$ cat config.mk
export PLATFORM = sky130hd
export DESIGN_NAME = hazard_unit
export DESIGN_NICKNAME = d
export VERILOG_FILES = /design/src/rtl/hazard_unit.sv
export SDC_FILE = /design/constraint.sdc
export NUM_CORES = 1
export LEC_CHECK = 0
export ABC_AREA = 1
export BUFFER_PORTS_ARGS = -buffer_cell sky130_fd_sc_hd__clkbuf_2
export CORE_AREA = 2 2 39 41
export CTS_BUF_LIST = sky130_fd_sc_hd__clkbuf_16
export DETAILED_ROUTE_END_ITERATION = 16
export DIE_AREA = 0 0 41 43
export GPL_ROUTABILITY_DRIVEN = 1
export SLEW_MARGIN = 15
export SYNTH_ARGS = -nofsm -noshare
export SYNTH_HDL_FRONTEND = slang
export SYNTH_SLANG_ARGS = --single-unit
$ cat constraint.sdc
create_clock -name clk -period 1.2 [get_ports clk]
set_clock_uncertainty 0.2 [all_clocks]
set_input_delay 0.12 -clock clk [delete_from_list [all_inputs] [get_ports clk]]
set_output_delay 0.12 -clock clk [all_outputs]
set_load 0.005 [all_outputs]
$ cat src/rtl/hazard_unit.sv
// Pipeline hazard unit: operand forwarding selects, load-use stall and R15-write flush tracking.
// Optional HAZARD_PERF_EN adds saturating stall/flush/load-use event counters.
module hazard_unit #(
  parameter bit          FWD_EN = 1'b1,
  parameter int unsigned CNT_W  = 32
) (
  input  logic       clk,
  input  logic       reset,
  input  logic       Match_1E_M,
  input  logic       Match_1E_W,
  input  logic       Match_2E_M,
  input  logic       Match_2E_W,
  input  logic       Match_12D_E,
  input  logic       RegWriteM,
  input  logic       RegWriteW,
  input  logic       MemtoRegE,
  input  logic       PCSrcD,
  input  logic       BranchTakenE,
  output logic [1:0] ForwardAE,
  output logic [1:0] ForwardBE,
  output logic       StallF,
  output logic       StallD,
  output logic       FlushD,
  output logic       FlushE
`ifdef HAZARD_PERF_EN
  ,
  output logic [CNT_W-1:0] stall_cnt,
  output logic [CNT_W-1:0] flush_cnt,
  output logic [CNT_W-1:0] ldr_cnt
`endif
);

  localparam logic [1:0] FWD_RF  = 2'b00;
  localparam logic [1:0] FWD_WB  = 2'b01;
  localparam logic [1:0] FWD_MEM = 2'b10;

  typedef enum logic [1:0] {IDLE, PC_E, PC_M, PC_W} state_t;

  if (CNT_W == 0) begin : g_bad_cnt_w
    $error("hazard_unit: CNT_W must be at least 1");
  end

  state_t state;
  logic   ldr_stall;
  logic   pcsrc_q;
  logic   pc_wr_pending;

  assign ldr_stall     = Match_12D_E & MemtoRegE;
  // A PC writer that is stalled or on a squashed path never reaches Writeback.
  assign pcsrc_q       = PCSrcD & ~ldr_stall & ~BranchTakenE;
  assign pc_wr_pending = pcsrc_q | (state == PC_E) | (state == PC_M);

  // R15-write tracker: follows the writer from Execute down to Writeback.
  always_ff @(posedge clk) begin
    if (reset) begin
      state <= IDLE;
    end else begin
      case (state)
        IDLE:    state <= pcsrc_q ? PC_E : IDLE;
        PC_E:    state <= PC_M;
        PC_M:    state <= PC_W;
        PC_W:    state <= IDLE;
        default: state <= IDLE;
      endcase
    end
  end

  // Forwarding selects and stall/flush enables; reset forces bubbles everywhere.
  always_comb begin
    ForwardAE = FWD_RF;
    ForwardBE = FWD_RF;
    StallF    = 1'b0;
    StallD    = 1'b0;
    FlushD    = 1'b1;
    FlushE    = 1'b1;
    if (!reset) begin
      if (FWD_EN) begin
        if (Match_1E_M & RegWriteM)      ForwardAE = FWD_MEM;
        else if (Match_1E_W & RegWriteW) ForwardAE = FWD_WB;
        if (Match_2E_M & RegWriteM)      ForwardBE = FWD_MEM;
        else if (Match_2E_W & RegWriteW) ForwardBE = FWD_WB;
      end
      StallF = ldr_stall | pc_wr_pending;
      // A taken branch squashes Decode, so it overrides any load-use hold.
      StallD = ldr_stall & ~BranchTakenE;
      FlushD = pc_wr_pending | (state == PC_W) | BranchTakenE;
      FlushE = ldr_stall | BranchTakenE;
    end
  end

`ifdef HAZARD_PERF_EN
  localparam logic [CNT_W-1:0] CNT_MAX = '1;

  // Saturating event counters, one edge behind the event.
  always_ff @(posedge clk) begin
    if (reset) begin
      stall_cnt <= '0;
      flush_cnt <= '0;
      ldr_cnt   <= '0;
    end else begin
      if (StallF && stall_cnt != CNT_MAX)
        stall_cnt <= stall_cnt + CNT_W'(1);
      if ((FlushD || FlushE) && flush_cnt != CNT_MAX)
        flush_cnt <= flush_cnt + CNT_W'(1);
      if (ldr_stall && ldr_cnt != CNT_MAX)
        ldr_cnt <= ldr_cnt + CNT_W'(1);
    end
  end
`endif

endmodule

After elaboration in Yosys (flattened, before gate mapping)
Index checks and enable logic that the tools add are counted.

operators by class
  eq/ne operators = 3
  muxes and demuxes = 12
  bitwise logic cells = 16
  reduce and logical (&&, ||, !) cells = 1

operators by type and width
  kind                count
  $and 1x1->1         8
  $mux 2              4
  $pmux 2 s4          1
  $mux 1              7
  $or 1x1->1          6
  $eq 2x2->1 const B  2
  $eq 2x1->1 const B  1
  $logic_not 2->1     1
  $not 1->1           2

word-level totals
  flip-flop bits (word level) = 2
  input bits = 12
  output and inout bits = 8
  logic and storage cells = 33

Logic depth before layout (Yosys ltp)
Gate-level depths: netlist of run 1.

  word-level depth = 9
  mapped depth = 6

Least setup slack after synthesis of run 1
Ideal clock, no wire load.

  path kind = reg-to-output
  start = reg state[0]
  end = out StallF
  arrival time = 0.882 ns
  slack = -0.002 ns
  cell stages (with the launch flop) = 7
  path buffers = 0
  path through = dfxtp_1 inv_1 ha_1 nor2_1 nand3_1 nand2_1 inv_1

on the way
  word-level cells in the longest chain between the ends = 5

ends and longest elaborated chain
  item                      line  source
  start: declaration        43    state_t state;
  start signal: assignment  59    IDLE: state <= pcsrc_q ? PC_E : IDLE;
  $eq 2x1->1                51    assign pc_wr_pending = pcsrc_q | (state == PC_E) | (state == PC_M);
  $or 1x1->1                51
  $or 1x1->1 *              51
  $or 1x1->1 *              83    StallF = ldr_stall | pc_wr_pending;
  $mux 1 *                  76    if (!reset) begin
  end: declaration          21    output logic StallF,

Mark *: on every way between the ends. The rest lies on a longest branch, timed or not.

Worst setup path in the final report of run 1
  start = reg state[1]
  end = out StallF

The elaborated chain is that of the path after synthesis.

==> results.json, run 1 <==
{
  "drive_above_1_share": 0.633,
  "cts_root_buf": "clkbuf_16",
  "p_leak_nw": 0.258,
  "overflow": 0,
  "grt_pass1_wl_um": 931,
  "rsz0062_at_grt": "yes",
  "clk_pin_slew_worst_paths_ns": 0.03,
  "io_pins": 20,
  "hold_path.class": "input pin to register",
  "cts_buffer_depth": 2,
  "stdcell_area_um2": 492,
  "area_growth_syn_to_layout_pct": 130,
  "fin_util": 0.355,
  "grt_max_degree": 6,
  "fillers": 157,
  "drv_slew": 0,
  "hold_viol": 1,
  "seq_area_um2": 47.5,
  "port-buffer-count": 19,
  "crit_start": "state[1]",
  "worstPathArrival_ns": 1.12,
  "synth-seq-cells": 2,
  "min_from": "PCSrcD",
  "via_per_inst": 3.89,
  "syn_area_per_cell_um2": 6.11,
  "final_antenna_net_count": 0,
  "ys_seq_area_frac": 0.187,
  "antenna_found_initial": 0,
  "dieHeight_um": 43,
  "tightest_slew_ns": 0.121,
  "end_kind": "primary output",
  "setup_tns_ns": -0.426,
  "reg.largest.list": "state: 2 flops",
  "setup_ws_ns": -0.236,
  "ir_drop_v": 0.000867,
  "top_register": "state",
  "via_count": 296,
  "groute.usage.overall": 0.0802,
  "crit_type": "register to primary output",
  "violations": "hold timing, setup timing",
  "drt_first_pass_iters": 1,
  "setup_viol": 2,
  "coreArea_um2": 1380,
  "crit_path_start_kind": "register",
  "p_per_area_nw_per_um2": 2010,
  "cts_tree": "yes",
  "clk_latency_ns": 0.22,
  "initial_core_util": 0.155,
  "yosysWarningCount": 0,
  "hold_ws_ns": -0.00268,
  "stdcell_count": 76,
  "place_hpwl_um": 455,
  "timing.max_cap.violations": 0,
  "crit_path_max_fanout": 3,
  "cts_max_level": 1,
  "r2r_start": "state[0]",
  "relSlewSlack": 0.920,
  "syn_nets": 51,
  "grt_pass1_vias": 271,
  "place_area_um2": 344,
  "layout.nets": 78,
  "rows": 14,
  "run_status": "finished with violations",
  "multiInputGateArea_um2": 201,
  "design_power_total_mw": 0.986,
  "die_w_um": 41,
  "syn_inst": 35,
  "die_area_um2": 1760,
  "synth_area_um2": 214,
  "place.gp.congestion": 0.618,
  "place_inst": 72,
  "routed_wl_um": 600,
  "fmax_mhz": 696,
  "largest_reg_flops": 2,
  "period_minus_slack_ns": 1.44,
  "clock_sinks": 2,
  "period_share": 1.20,
  "drc": 0,
  "drtIter0Drc": 0,
  "crit_required_ns": 0.88,
  "synth.distinct_cells": 11,
  "antenna_cells": 0,
  "cts_made_buffers": 3,
  "wl_per_cell_um": 7.89
}
==> cell families (layout without fill, tap and decap cells) <==
| logic type | Yosys count | in the layout | synth area share |
|---|---|---|---|
| compound gates | 2 | 2 | 0.0467 |
| fa+ha+maj | 4 | 4 | 0.234 |
| buf+inv | 6 | 31 | 0.105 |
| flops | 2 | 2 | 0.187 |
| simple gates | 21 | 21 | 0.427 |
==> cells in the final DEF, fill, tap and decap left out <==
cell type / n
dfxtp_4: 2
nand2_2: 2
nand3_1: 3
dlygate4sd3_1: 1
clkbuf_2: 19
inv_2: 2
ha_1: 1
o21ai_1: 1
clkbuf_16: 3
nor2_1: 6
nor2_4: 1
nand3_2: 1
nor2_2: 1
inv_1: 2
inv_4: 2
a21oi_1: 1
ha_4: 3
nand2_1: 7
buf_4: 2
==> cells in the mapped netlist (all sizes together) <==
cell,instances,area (um2)
a21oi,1,5.00
dfxtp,2,40.0
ha,4,50.1
inv,6,22.5
nand2,9,38.8
nand3,4,20.0
nor2,8,32.5
o21ai,1,5.00
==> report_power, final <==
group,switching (mW),total (mW),internal (mW)
Combinational,0.156,0.342,0.186
Clock,0.0721,0.496,0.424
Sequential,0.0428,0.149,0.106
==> final timing paths <==
kind | to | slack, ns | depth (start not counted)
min | state[0] | -0.003 | 3
max | StallF | -0.24 | 7
min reg2reg | state[0] | 0.55 | 3
max reg2reg | state[0] | 0.02 | 5
==> layout make-up <==
| cell class | count | share of cell area |
|---|---|---|
| multi-input combinational | 27 | 0.410 |
| inverter | 6 | 0.0560 |
| timing repair buffer | 22 | 0.244 |
| tap | 16 | 0.0407 |
| sequential | 2 | 0.0967 |
| clock buffer | 3 | 0.153 |
==> worst max-delay path: stages, from the launching register on <==
cell      delay, ns
dfxtp_4        0.36
inv_4          0.04
ha_4           0.15
nor2_4         0.11
nand3_2        0.06
nand2_1        0.05
inv_1          0.03
clkbuf_2       0.09
==> metrics by stage <==
stage          setup WS, ns  hold WS [ns]
6_report             -0.236      -0.00268
5_1_grt              -0.296        0.0281
4_1_cts              -0.261       0.00149
3_5_place_dp         -0.148         0.151
3_3_place_gp         -0.125         0.143
2_1_floorplan        0.0134      -0.00878
==> layer usage <==
metal | vias up | track usage | share of wire
met2 | 13 | 0.125 | 0.54
li1 | 158 | - | -
met3 | 0 | 0.0314 | 0.088
met5 | - | 0 | 0
met4 | 0 | 0.0600 | 0
met1 | 125 | 0.0799 | 0.37
==> repair_timing <==
item                                    CTS  global route
pin swaps                                 2             4
endpoints found under the hold margin     1             0
endpoints found under the setup margin    4             4
gates resized for setup                  11             6
buffers inserted                          0             1
hold buffers                              1             0
Note: power is estimated with default switching activity, not from simulation.
==> run 2, diff against run 1 <==
--- a/config.mk
+++ b/config.mk
@@ -12,6 +12,7 @@
 export DETAILED_ROUTE_END_ITERATION = 16
 export DIE_AREA = 0 0 41 43
 export GPL_ROUTABILITY_DRIVEN = 1
+export RECOVER_POWER = 50
 export SLEW_MARGIN = 15
 export SYNTH_ARGS = -nofsm -noshare
 export SYNTH_HDL_FRONTEND = slang
==> results.json, run 2 (synthesized netlist as in run 1, its figures left out) <==
{
  "run_status": "finished with violations",
  "violations": "hold timing, setup timing",
  "grt_pass1_wl_um": 931,
  "crit_path_start_kind": "register",
  "cts_buffer_depth": 2,
  "end_kind": "primary output",
  "worstPathArrival_ns": 1.12,
  "wl_per_cell_um": 7.92,
  "coreArea_um2": 1380,
  "drt_first_pass_iters": 1,
  "multiInputGateArea_um2": 201,
  "layout.nets": 78,
  "period_minus_slack_ns": 1.44,
  "drtIter0Drc": 0,
  "place_hpwl_um": 455,
  "cts_made_buffers": 3,
  "crit_type": "register to primary output",
  "p_per_area_nw_per_um2": 2010,
  "p_clk_frac": 0.503,
  "reg.largest.list": "state: 2 flops",
  "overflow": 0,
  "final_common_cell": "clkbuf_2",
  "final_cell_mix": "17 x clkbuf_2, 7 x nand2_1, 6 x nor2_1",
  "cp_cell_sequence": "inv_4, ha_4, nor2_4, nand3_2, nand2_1, inv_1, clkbuf_2",
  "fin_util": 0.354,
  "cp_num_buf_inv": 3,
  "p_leak_nw": 0.252,
  "slowest_stage": "dfxtp_4",
  "seq_area_um2": 47.5,
  "cts_tree": "yes",
  "fmax_mhz": 696,
  "fillers": 159,
  "antenna_found_initial": 0,
  "drc": 0,
  "period_share": 1.20,
  "setup_ws_ns": -0.236,
  "rows": 14,
  "port-buffer-count": 19,
  "via_per_inst": 3.89,
  "pwr-share-comb": 0.346,
  "hold_viol": 1,
  "p_int_mw": 0.715,
  "initial_core_util": 0.155,
  "cp_top_family": "flip-flops",
  "cts_max_level": 1,
  "drive_above_1_share": 0.600,
  "clk_pin_slew_worst_paths_ns": 0.03,
  "die_w_um": 41,
  "drv_slew": 0,
  "design_power_total_mw": 0.986,
  "timing.max_cap.violations": 0,
  "groute.usage.overall": 0.0802,
  "grt_pass1_vias": 271,
  "via_count": 296,
  "rsz0062_at_grt": "yes",
  "post-place-ws_ns": -0.148,
  "ir_drop_v": 0.000848,
  "cts_root_buf": "clkbuf_16",
  "final_antenna_net_count": 0,
  "dieHeight_um": 43,
  "power.share.switching": 0.275,
  "relSlewSlack": 0.920,
  "area_growth_syn_to_layout_pct": 129,
  "setup_tns_ns": -0.426,
  "tightest_slew_ns": 0.121,
  "slowest_delay_ns": 0.36,
  "grt_max_degree": 6,
  "clock_sinks": 2,
  "hold_path.class": "input pin to register",
  "crit_path_max_fanout": 3,
  "seqPwrFrac": 0.151,
  "routed_wl_um": 602,
  "crit_required_ns": 0.88,
  "antenna_cells": 0,
  "io_pins": 20,
  "top_register": "state",
  "place.gp.congestion": 0.618,
  "die_area_um2": 1760,
  "clk_latency_ns": 0.22,
  "hold_ws_ns": -0.00268,
  "switchingPower_mw": 0.271,
  "largest_reg_flops": 2,
  "setup_viol": 2
}
run 2: cell counts in the layout (fill, tap and decap cells not counted):
Identical to the previous run, type by type.
run 2: area by class of cell:
| type | count | area share |
|---|---|---|
| clock buffers | 3 | 0.153 |
| inverters | 6 | 0.0563 |
| multi-input cells | 27 | 0.412 |
| flip-flops and latches | 2 | 0.0972 |
| well taps | 16 | 0.0409 |
| repair buffers | 22 | 0.240 |
run 2: worst paths after layout:
| check | from | cells after the start | slack, ns | endpoint |
|---|---|---|---|---|
| max | state[1] | 7 | -0.24 | StallF |
| max reg2reg | state[0] | 5 | 0.02 | state[0] |
| min reg2reg | state[1] | 3 | 0.55 | state[0] |
| min | PCSrcD | 3 | -0.003 | state[0] |
run 2: metrics by stage:
stage	cells	area [um2]
final	76	489
after global routing	76	489
after CTS	76	459
after detailed placement	72	344
after global placement	72	344
after floorplan	35	214
run 2: power groups by stage:
stage	logic, mW	registers [mW]	clock network, mW
after CTS	0.280	0.134	0.505
after floorplan	0.127	0.108	0
final	0.341	0.149	0.496
after global routing	0.385	0.154	0.512
after detailed placement	0.223	0.113	0
after global placement	0.218	0.110	0
run 2: worst reg2reg max path, stage by stage, from the launching register on:
cell     delay, ns
dfxtp_4       0.37
inv_4         0.04
buf_4         0.13
ha_4          0.15
o21ai_1       0.12
a21oi_1       0.06
run 2: per-layer routing:
metal	global-route usage	part of all wire	up-vias
li1	-	-	158
met1	0.0799	0.38	125
met2	0.125	0.54	13
met3	0.0314	0.086	0
met4	0.0600	0	0
met5	0	0	-
run 2: repair_timing:
action | in CTS | in global routing
pin swaps | 2 | 4
endpoints found under the hold margin | 1 | 0
resized for setup | 11 | 6
setup endpoints to repair | 4 | 4
buffers inserted | 0 | 1
hold buffers | 1 | 0
gates cloned | 0 | 0
==> run 3, diff against run 2 <==
--- a/config.mk
+++ b/config.mk
@@ -5,13 +5,15 @@
 export SDC_FILE = /design/constraint.sdc
 export NUM_CORES = 1
 export LEC_CHECK = 0
-export ABC_AREA = 1
 export BUFFER_PORTS_ARGS = -buffer_cell sky130_fd_sc_hd__clkbuf_2
+export CELL_PAD_IN_SITES_DETAIL_PLACEMENT = 0
+export CELL_PAD_IN_SITES_GLOBAL_PLACEMENT = 1
 export CORE_AREA = 2 2 39 41
 export CTS_BUF_LIST = sky130_fd_sc_hd__clkbuf_16
 export DETAILED_ROUTE_END_ITERATION = 16
 export DIE_AREA = 0 0 41 43
 export GPL_ROUTABILITY_DRIVEN = 1
+export PLACE_DENSITY_LB_ADDON = 0.1
 export RECOVER_POWER = 50
 export SLEW_MARGIN = 15
 export SYNTH_ARGS = -nofsm -noshare
==> results.json, run 3 <==
{
  "run_status": "finished with violations",
  "violations": "setup timing",
  "synthSimpleGateAreaFrac": 0.388,
  "synthArstFlopShare": 0,
  "reg.largest.list": "state: 2 flops",
  "hold_ws_ns": 0.00765,
  "cts_max_level": 1,
  "yosysTopAreaCellShare": 0.213,
  "rsz0062_at_grt": "yes",
  "top_register": "state",
  "stdcell_area_um2": 448,
  "crit_required_ns": 0.88,
  "cp_cell_sequence": "inv_2, ha_2, nor2_1, a31oi_1, clkbuf_2",
  "p_leak_nw": 0.223,
  "fmax_mhz": 674,
  "synthAdderAreaFrac": 0.213,
  "coreArea_um2": 1380,
  "cts_hold_buf": 0,
  "hold_path.class": "input pin to register",
  "pwr-share-comb": 0.124,
  "largest_reg_flops": 2,
  "place_hpwl_um": 511,
  "place_area_um2": 344,
  "layout.nets": 69,
  "synth-compound-area-share": 0.117,
  "place.gp.congestion": 0.642,
  "antenna_cells": 0,
  "power.share.switching": 0.184,
  "ys_top_cells_by_count": "4 x ha_1, 4 x inv_1, 3 x nand2_1",
  "crit_type": "register to primary output",
  "grt_pass1_vias": 254,
  "p_clk_frac": 0.762,
  "via_count": 277,
  "seqPwrFrac": 0.114,
  "fillers": 150,
  "synthXorXnorAreaFrac": 0,
  "relSlewSlack": 0.740,
  "stdcell_count": 67,
  "wl_per_cell_um": 10.1,
  "ys_seq_area_frac": 0.170,
  "synth-seq-cells": 2,
  "period_share": 1.24,
  "final_antenna_net_count": 0,
  "grt_max_degree": 11,
  "initial_core_util": 0.170,
  "final_cell_mix": "16 x clkbuf_2, 3 x nand2_1, 3 x ha_2, 3 x clkbuf_16, 3 x clkbuf_1",
  "ir_drop_v": 0.000957,
  "clk_latency_ns": 0.22,
  "area_growth_syn_to_layout_pct": 90.4,
  "syn_inst": 30,
  "slowest_stage": "dfxtp_4",
  "port-buffer-count": 19,
  "synth.distinct_cells": 18,
  "syn_nets": 46,
  "synth_area_um2": 235,
  "grt_pass1_wl_um": 1010,
  "p_int_mw": 0.536,
  "worstPathArrival_ns": 1.16,
  "post_cts_buffers": 0,
  "setup_ws_ns": -0.284,
  "synth_top_area_cell": "ha_1",
  "die_area_um2": 1760,
  "groute.usage.overall": 0.0932,
  "routed_wl_um": 677,
  "crit_path_start_kind": "register",
  "drtIter0Drc": 1,
  "drt_first_pass_iters": 2,
  "slowest_delay_ns": 0.35,
  "timing.max_cap.violations": 0,
  "synth_top_family_by_area": "simple AND/OR/NAND/NOR gates",
  "final_common_cell": "clkbuf_2",
  "clock_sinks": 2,
  "fin_util": 0.324,
  "hold_viol": 0,
  "synthMuxAreaShare": 0,
  "clk_pin_slew_worst_paths_ns": 0.03,
  "drc": 0,
  "drive_above_1_share": 0.569,
  "cts_root_buf": "clkbuf_16",
  "yosysWarningCount": 0,
  "dieHeight_um": 43,
  "rows": 14,
  "post-place-ws_ns": -0.169,
  "synth-main-ff-cell": "dfxtp_1",
  "end_kind": "primary output",
  "crit_path_max_fanout": 3,
  "place_inst": 64,
  "synth_edf_count": 0,
  "period_minus_slack_ns": 1.48,
  "drv_slew": 0,
  "setup_viol": 3,
  "design_power_total_mw": 0.657,
  "die_w_um": 41,
  "cts_tree": "yes",
  "syn_area_per_cell_um2": 7.84,
  "cts_buffer_depth": 2,
  "p_per_area_nw_per_um2": 1470,
  "via_per_inst": 4.13,
  "switchingPower_mw": 0.121,
  "io_pins": 20,
  "overflow": 0,
  "cts_made_buffers": 3,
  "antenna_found_initial": 0,
  "synthTopCellsByArea": "ha_1 21%, dfxtp_1 17%, and3b_1 7.4%, inv_1 6.4%, buf_6 4.8%",
  "setup_tns_ns": -0.674,
  "tightest_slew_ns": 0.390
}
==> run 3: power groups by stage <==
stage	registers [mW]	clock network (mW)	logic, mW
floorplan	0.0753	0	0.0411
global placement	0.0758	0	0.0761
detailed placement	0.0760	0	0.0773
CTS	0.0748	0.510	0.0811
global route	0.0755	0.522	0.0943
finish	0.0748	0.501	0.0815
==> run 3: cell type report <==
type	count	area (um2)	area share
inverter	4	15.0	0.0335
tap	16	20.0	0.0447
multi-input combinational	23	201	0.450
sequential	2	45.0	0.101
timing repair buffer	19	91.3	0.204
clock buffer	3	75.1	0.168
==> run 3: kinds of logic after synthesis <==
family	Yosys count
buf+inv	5
simple gates	15
compound gates	4
fa+ha+maj	4
flops	2
==> run 3: repair_timing <==
item                       4_1_cts  5_1_grt
resized for setup                6        1
setup endpoints to repair        3        3
pin swaps                        1        0
gates cloned                     0        0
==> run 3: worst paths after layout <==
path / startpoint / slack, ns / cells after the start / to
setup / recovery: state[0] / -0.28 / 5 / StallF
hold / removal: PCSrcD / 0.008 / 3 / state[0]
hold reg to reg: state[0] / 0.49 / 3 / state[1]
setup reg to reg: state[0] / -0.12 / 4 / state[0]
==> run 3: routing by layer <==
layer	wire (um)	up-vias	GRT usage
met3	61	2	0.0314
li1	-	146	-
met5	0	-	0
met2	336	11	0.134
met4	14	0	0.100
met1	263	118	0.0927
==> run 3: worst max-delay path: cells and delay by family (launching register included) <==
| kind | cells | cell delay [ns] |
|---|---|---|
| flip-flops | 1 | 0.35 |
| buffers and inverters | 2 | 0.20 |
| adder cells (fa/ha/maj) | 1 | 0.18 |
| AO/OA/AOI/OAI | 1 | 0.16 |
| AND/OR/NAND/NOR | 1 | 0.06 |
